`src/rtl/frost32_mem_bridge.sv`:
```
// Frost32 CPU-to-memory bridge: an in-order request FIFO feeding an
// IDLE/ISSUE/RESP sequencer that steers 8/16/32-bit accesses onto byte lanes.
module frost32_mem_bridge #(
  parameter int DATA_WIDTH  = 32,
  parameter int ADDR_WIDTH  = 32,
  parameter int QUEUE_DEPTH = 4
) (
  input  logic                                 clk,
  input  logic                                 rst,
  input  logic                                 req_valid,
  output logic                                 req_ready,
  input  logic [ADDR_WIDTH-1:0]                req_addr,
  input  logic [31:0]                          req_data,
  input  logic                                 req_write,
  input  logic [1:0]                           req_size,
  output logic                                 resp_valid,
  output logic [31:0]                          resp_data,
  output logic                                 resp_err,
  output logic                                 mem_req,
  input  logic                                 mem_ack,
  output logic [ADDR_WIDTH-1:0]                mem_addr,
  output logic                                 mem_write,
  output logic [DATA_WIDTH-1:0]                mem_wdata,
  output logic [DATA_WIDTH/8-1:0]              mem_byte_en,
  input  logic [DATA_WIDTH-1:0]                mem_rdata,
  output logic [$clog2(QUEUE_DEPTH):0]         queue_count
);

  localparam int BE_W  = DATA_WIDTH / 8;
  localparam int OFF_W = $clog2(BE_W);
  localparam int PTR_W = $clog2(QUEUE_DEPTH);
  localparam int CNT_W = PTR_W + 1;

  typedef struct packed {
    logic [ADDR_WIDTH-1:0] addr;
    logic [31:0]           data;
    logic                  write;
    logic [1:0]            size;
  } req_t;

  typedef enum logic [1:0] {
    S_IDLE,
    S_ISSUE,
    S_RESP
  } state_t;

  req_t                  q_mem_q [QUEUE_DEPTH];
  logic [PTR_W-1:0]      wr_ptr_q, wr_ptr_d;
  logic [PTR_W-1:0]      rd_ptr_q, rd_ptr_d;
  logic [CNT_W-1:0]      count_q, count_d;
  state_t                state_q, state_d;

  logic [ADDR_WIDTH-1:0] cur_addr_q, cur_addr_d;
  logic [DATA_WIDTH-1:0] cur_wdata_q, cur_wdata_d;
  logic [BE_W-1:0]       cur_be_q, cur_be_d;
  logic [OFF_W-1:0]      cur_off_q, cur_off_d;
  logic [1:0]            cur_size_q, cur_size_d;
  logic                  cur_write_q, cur_write_d;
  logic                  cur_err_q, cur_err_d;
  logic [31:0]           rdata_q, rdata_d;

  logic                  push, pop;
  req_t                  head;
  logic [OFF_W-1:0]      head_off;
  logic                  head_err;
  logic [BE_W-1:0]       head_size_be;
  logic [31:0]           load_lane;
  logic [31:0]           load_mask;

  assign req_ready   = (count_q != CNT_W'(QUEUE_DEPTH));
  assign push        = req_valid && req_ready;
  assign queue_count = count_q;
  assign head        = q_mem_q[rd_ptr_q];
  assign head_off    = head.addr[OFF_W-1:0];

  always_comb begin
    head_err     = 1'b0;
    head_size_be = '0;
    case (head.size)
      2'd0: begin
        head_err     = (head_off[1:0] != 2'b00);
        head_size_be = BE_W'(4'hF);
      end
      2'd1: begin
        head_err     = head_off[0];
        head_size_be = BE_W'(4'h3);
      end
      2'd2: head_size_be = BE_W'(4'h1);
      default: head_err = 1'b1;
    endcase
  end

  always_comb begin
    load_lane = 32'(mem_rdata >> {cur_off_q, 3'b000});
    case (cur_size_q)
      2'd0:    load_mask = 32'hFFFF_FFFF;
      2'd1:    load_mask = 32'h0000_FFFF;
      2'd2:    load_mask = 32'h0000_00FF;
      default: load_mask = 32'h0000_0000;
    endcase
  end

  always_comb begin
    state_d     = state_q;
    cur_addr_d  = cur_addr_q;
    cur_wdata_d = cur_wdata_q;
    cur_be_d    = cur_be_q;
    cur_off_d   = cur_off_q;
    cur_size_d  = cur_size_q;
    cur_write_d = cur_write_q;
    cur_err_d   = cur_err_q;
    rdata_d     = rdata_q;
    pop         = 1'b0;
    mem_req     = 1'b0;
    mem_write   = 1'b0;
    mem_byte_en = '0;
    mem_addr    = '0;
    mem_wdata   = '0;
    resp_valid  = 1'b0;
    resp_err    = 1'b0;
    resp_data   = '0;
    case (state_q)
      S_IDLE: begin
        if (count_q != '0) begin
          pop         = 1'b1;
          cur_addr_d  = {head.addr[ADDR_WIDTH-1:OFF_W], {OFF_W{1'b0}}};
          cur_wdata_d = DATA_WIDTH'(head.data) << {head_off, 3'b000};
          cur_be_d    = head_size_be << head_off;
          cur_off_d   = head_off;
          cur_size_d  = head.size;
          cur_write_d = head.write;
          cur_err_d   = head_err;
          rdata_d     = '0;
          state_d     = head_err ? S_RESP : S_ISSUE;
        end
      end
      S_ISSUE: begin
        mem_req     = 1'b1;
        mem_write   = cur_write_q;
        mem_byte_en = cur_be_q;
        mem_addr    = cur_addr_q;
        mem_wdata   = cur_wdata_q;
        if (mem_ack) begin
          rdata_d = cur_write_q ? 32'h0 : (load_lane & load_mask);
          state_d = S_RESP;
        end
      end
      S_RESP: begin
        resp_valid = 1'b1;
        resp_err   = cur_err_q;
        resp_data  = rdata_q;
        state_d    = S_IDLE;
      end
      default: state_d = S_IDLE;
    endcase
  end

  always_comb begin
    wr_ptr_d = push ? wr_ptr_q + PTR_W'(1) : wr_ptr_q;
    rd_ptr_d = pop  ? rd_ptr_q + PTR_W'(1) : rd_ptr_q;
    count_d  = count_q + CNT_W'(push) - CNT_W'(pop);
  end

  // Storage carries no reset: entries are only read when count_q says valid.
  always_ff @(posedge clk) begin
    if (push) begin
      q_mem_q[wr_ptr_q] <= '{addr: req_addr, data: req_data, write: req_write, size: req_size};
    end
  end

  always_ff @(posedge clk) begin
    if (rst) begin
      state_q     <= S_IDLE;
      wr_ptr_q    <= '0;
      rd_ptr_q    <= '0;
      count_q     <= '0;
      cur_addr_q  <= '0;
      cur_wdata_q <= '0;
      cur_be_q    <= '0;
      cur_off_q   <= '0;
      cur_size_q  <= '0;
      cur_write_q <= 1'b0;
      cur_err_q   <= 1'b0;
      rdata_q     <= '0;
    end else begin
      state_q     <= state_d;
      wr_ptr_q    <= wr_ptr_d;
      rd_ptr_q    <= rd_ptr_d;
      count_q     <= count_d;
      cur_addr_q  <= cur_addr_d;
      cur_wdata_q <= cur_wdata_d;
      cur_be_q    <= cur_be_d;
      cur_off_q   <= cur_off_d;
      cur_size_q  <= cur_size_d;
      cur_write_q <= cur_write_d;
      cur_err_q   <= cur_err_d;
      rdata_q     <= rdata_d;
    end
  end

endmodule

```
`config.mk`:
```
export PLATFORM = sky130hd
export DESIGN_NAME = frost32_mem_bridge
export DESIGN_NICKNAME = d
export VERILOG_FILES = /design/src/rtl/frost32_mem_bridge.sv
export SDC_FILE = /design/constraint.sdc
export NUM_CORES = 1
export LEC_CHECK = 0
export CAP_MARGIN = 20
export CORE_ASPECT_RATIO = 2
export CORE_MARGIN = 2
export CORE_UTILIZATION = 50
export CTS_CLUSTER_SIZE = 12
export DETAILED_ROUTE_END_ITERATION = 8
export PLACE_DENSITY = 0.74
export SETUP_SLACK_MARGIN = 0.1
export SYNTH_ARGS = -nofsm -noshare
export SYNTH_HDL_FRONTEND = slang
export SYNTH_SLANG_ARGS = --single-unit
```
`constraint.sdc`:
```
create_clock -name clk -period 3.82 [get_ports clk]
set_clock_uncertainty 0.05 [all_clocks]
set_input_delay 0.382 -clock clk [delete_from_list [all_inputs] [get_ports clk]]
set_output_delay 0.382 -clock clk [all_outputs]
set_load 0.02 [all_outputs]
```
==> metrics <==
I/O Buffers 208; core area 0.0307 mm^2; # rows 91; Nets 1363; Final Max Slew Viols 0; f_max 0.322 GHz; Resize count post-CTS 0; CP required 3.39 ns; # hold bufs at CTS 0; total global-route track usage 22.0%; Reg2Reg Depth 11; gp weighted congestion 0.857; P_leak 6.26 nW; DRC Markers 0; normalized max-slew margin 33.4%; Via density 5.65; post-DP HPWL 23700 um; status finished clean; vias in the first global route 9504; DRT Wirelength 36400 um; clock insertion delay at the later pin of the skew report 0.53 ns; antenna viol nets, final 0; Worst Setup Path Type flip-flop to output port; first-pass GRT wire length 53800 um; clk sinks 383; RSZ-0062 raised after global routing false; Seq/Total Area, Yosys 66.6%; CTS Buffer Depth 3; total grt overflow 0; DR WL/cell 22.0 um; Synth area leaders edfxtp_1, dfxtp_1, mux4_2; final hold viol count 0; overall power 13.3 mW; top cell type's share of synthesized area 51.8%; Worst-Margin Slew 0.999 ns; Setup crit start kind flip-flop; Starting DRT DRC Count 550; IO Pins 211; # H-tree levels 2; postcts setup bufs 0; Root Buffer Master clkbuf_16; worst path cell trace nor2b_4 -> buf_4 -> and2_1 -> clkdlybuf4s50_1; Critical Path AT 2.67 ns; Reg clk slew, reported paths 0.07 ns; Synth area leader edfxtp_1; Yosys warning total 0; TritonRoute pass-1 iters 4; number of max-cap violations 0; endpoints failing setup 0; total CTS buffers 38; crit path buf inv count 2; chip height 253 um; flop2flop setup slack 1.22 ns; peak supply drop 0.000439 V; CTS tree done; die area 0.0326 mm^2; area of the mapped netlist 0.0155 mm^2; via count 9323; Hold Crit Class flip-flop to flip-flop; Slowest-stage cell, CP clkdlybuf4s50_1; largest net degree at the start of global routing 91; hold path depth 2; Levels on crit path 4; share of cells above drive strength 1 14.5%; Synth Instances 1058; final period utilization 81.3%; critical path peak fanout 25; final core utilization 61.9%; synthesized flop and latch total 383; Layout area overhead 22.5%; PD cells 698 mW/mm^2; crit-path leading delay family buffers and inverters; Cell variety after synth 53; Crit. End Element output port; initial antenna violation count 4; Starting Density 50.5%; setup TNS 0 ns; syn_area_per_cell 14.7 um^2; Die W 129 um; Max stage delay on crit path 0.61 ns; post-route minimum period 3.11 ns
[state kept, by name, indices dropped and copies added (netlist names), named ones only]
name         cells
q_mem_q        268
cur_wdata_q     32
rdata_q         32
cur_addr_q      30
cur_be_q         4
queue_count      3
cur_off_q        2
cur_size_q       2
rd_ptr_q         2
state_q          2
wr_ptr_q         2
cur_err_q        1
cur_write_q      1
[routing by layer]
| metal | vias up | global-route usage (%) | wire [um] |
|---|---|---|---|
| li1 | 4312 | - | - |
| met1 | 4624 | 23.6 | 12600 |
| met2 | 303 | 41.2 | 20100 |
| met3 | 80 | 3.44 | 1930 |
| met4 | 4 | 10.9 | 1650 |
| met5 | - | 0 | 23 |
[stage by stage]
step                setup WS [ns]  hold WS (ns)  std cells  area, um^2
finish                      0.714         0.398       1651       19000
floorplan                   0.789         0.377       1059       15500
detailed placement           1.10         0.390       1584       17900
global placement             1.15         0.385       1584       17900
global route                0.601         0.416       1651       19000
CTS                         0.703         0.399       1648       19000
[area by class of cell]
type / instances / area [um^2]
Inverter: 9 / 33.8
Timing Repair Buffer: 227 / 2270
Multi-Input combinational cell: 594 / 4820
Clock inverter: 4 / 23.8
Tap cell: 372 / 465
Sequential cell: 383 / 10400
Fill cell: 2300 / 11700
Clock buffer: 60 / 1060
Antenna cell: 2 / 5.00
[tightest hold or removal path, cell delays in order, from the launching register on]
cell     delay [ns]
dfxtp_1        0.30
nand2_1        0.05
a21oi_1        0.05
[kinds of logic after synthesis]
logic type	Yosys count	synth area share, %
DFF	383	66.6
other	1	0.0241
muxes	116	13.8
AOI/OAI and AO/OA	129	5.20
xor gates and xnor gates	5	0.282
and+or+nand+nor	335	10.8
adders and majority gates	7	0.612
buffers and inverters	82	2.63
[power by group]
part / total [mW] / internal [mW] / switching [mW]
Combinational: 4.33 / 1.82 / 2.51
Clock: 3.37 / 1.91 / 1.46
Sequential: 5.59 / 5.18 / 0.416
Total: 13.3 / 8.90 / 4.38
[worst paths after layout]
path,start,endpoint
setup reg to reg,queue_count[2],queue_count[2]
hold reg to reg,rdata_q[2],rdata_q[2]
setup / recovery,state_q[0],mem_addr[23]
hold / removal,rdata_q[2],rdata_q[2]
[placed cells by master (no fill, tap or decap), drive strengths merged, types with 7 or more instances in the layout]
| cell | instances |
|---|---|
| a22oi | 17 |
| dfxtp | 115 |
| mux2i | 17 |
| mux2 | 24 |
| buf | 20 |
| nand2 | 149 |
| inv | 9 |
| nor2b | 7 |
| edfxtp | 268 |
| o2111ai | 8 |
| clkdlybuf4s50 | 207 |
| and2 | 101 |
| clkbuf | 60 |
| nand3 | 32 |
| a21oi | 78 |
| nor2 | 28 |
| mux4 | 75 |
| o2bb2ai | 8 |
| a31oi | 8 |
[Yosys cell counts (all sizes together)]
master	instances
or2	2
o21ai	3
a21oi	78
nor3b	3
or3b	1
edfxtp	268
xnor2	4
o2111ai	8
inv	8
and2	101
a211oi	2
conb	1
a211o	1
xor2	1
nand2	149
mux2i	17
ha	6
nor3	2
a22oi	17
nor4	2
dfxtp	115
buf	31
nand3	32
clkinv	1
and3	4
a31oi	8
fa	1
a32o	1
nor4b	2
nor2	28
a311oi	2
mux4	75
o2bb2ai	8
a31o	1
and3b	1
mux2	24
clkbuf	42
nor2b	7
nand2b	1
Power figures use the tool's default switching activity.
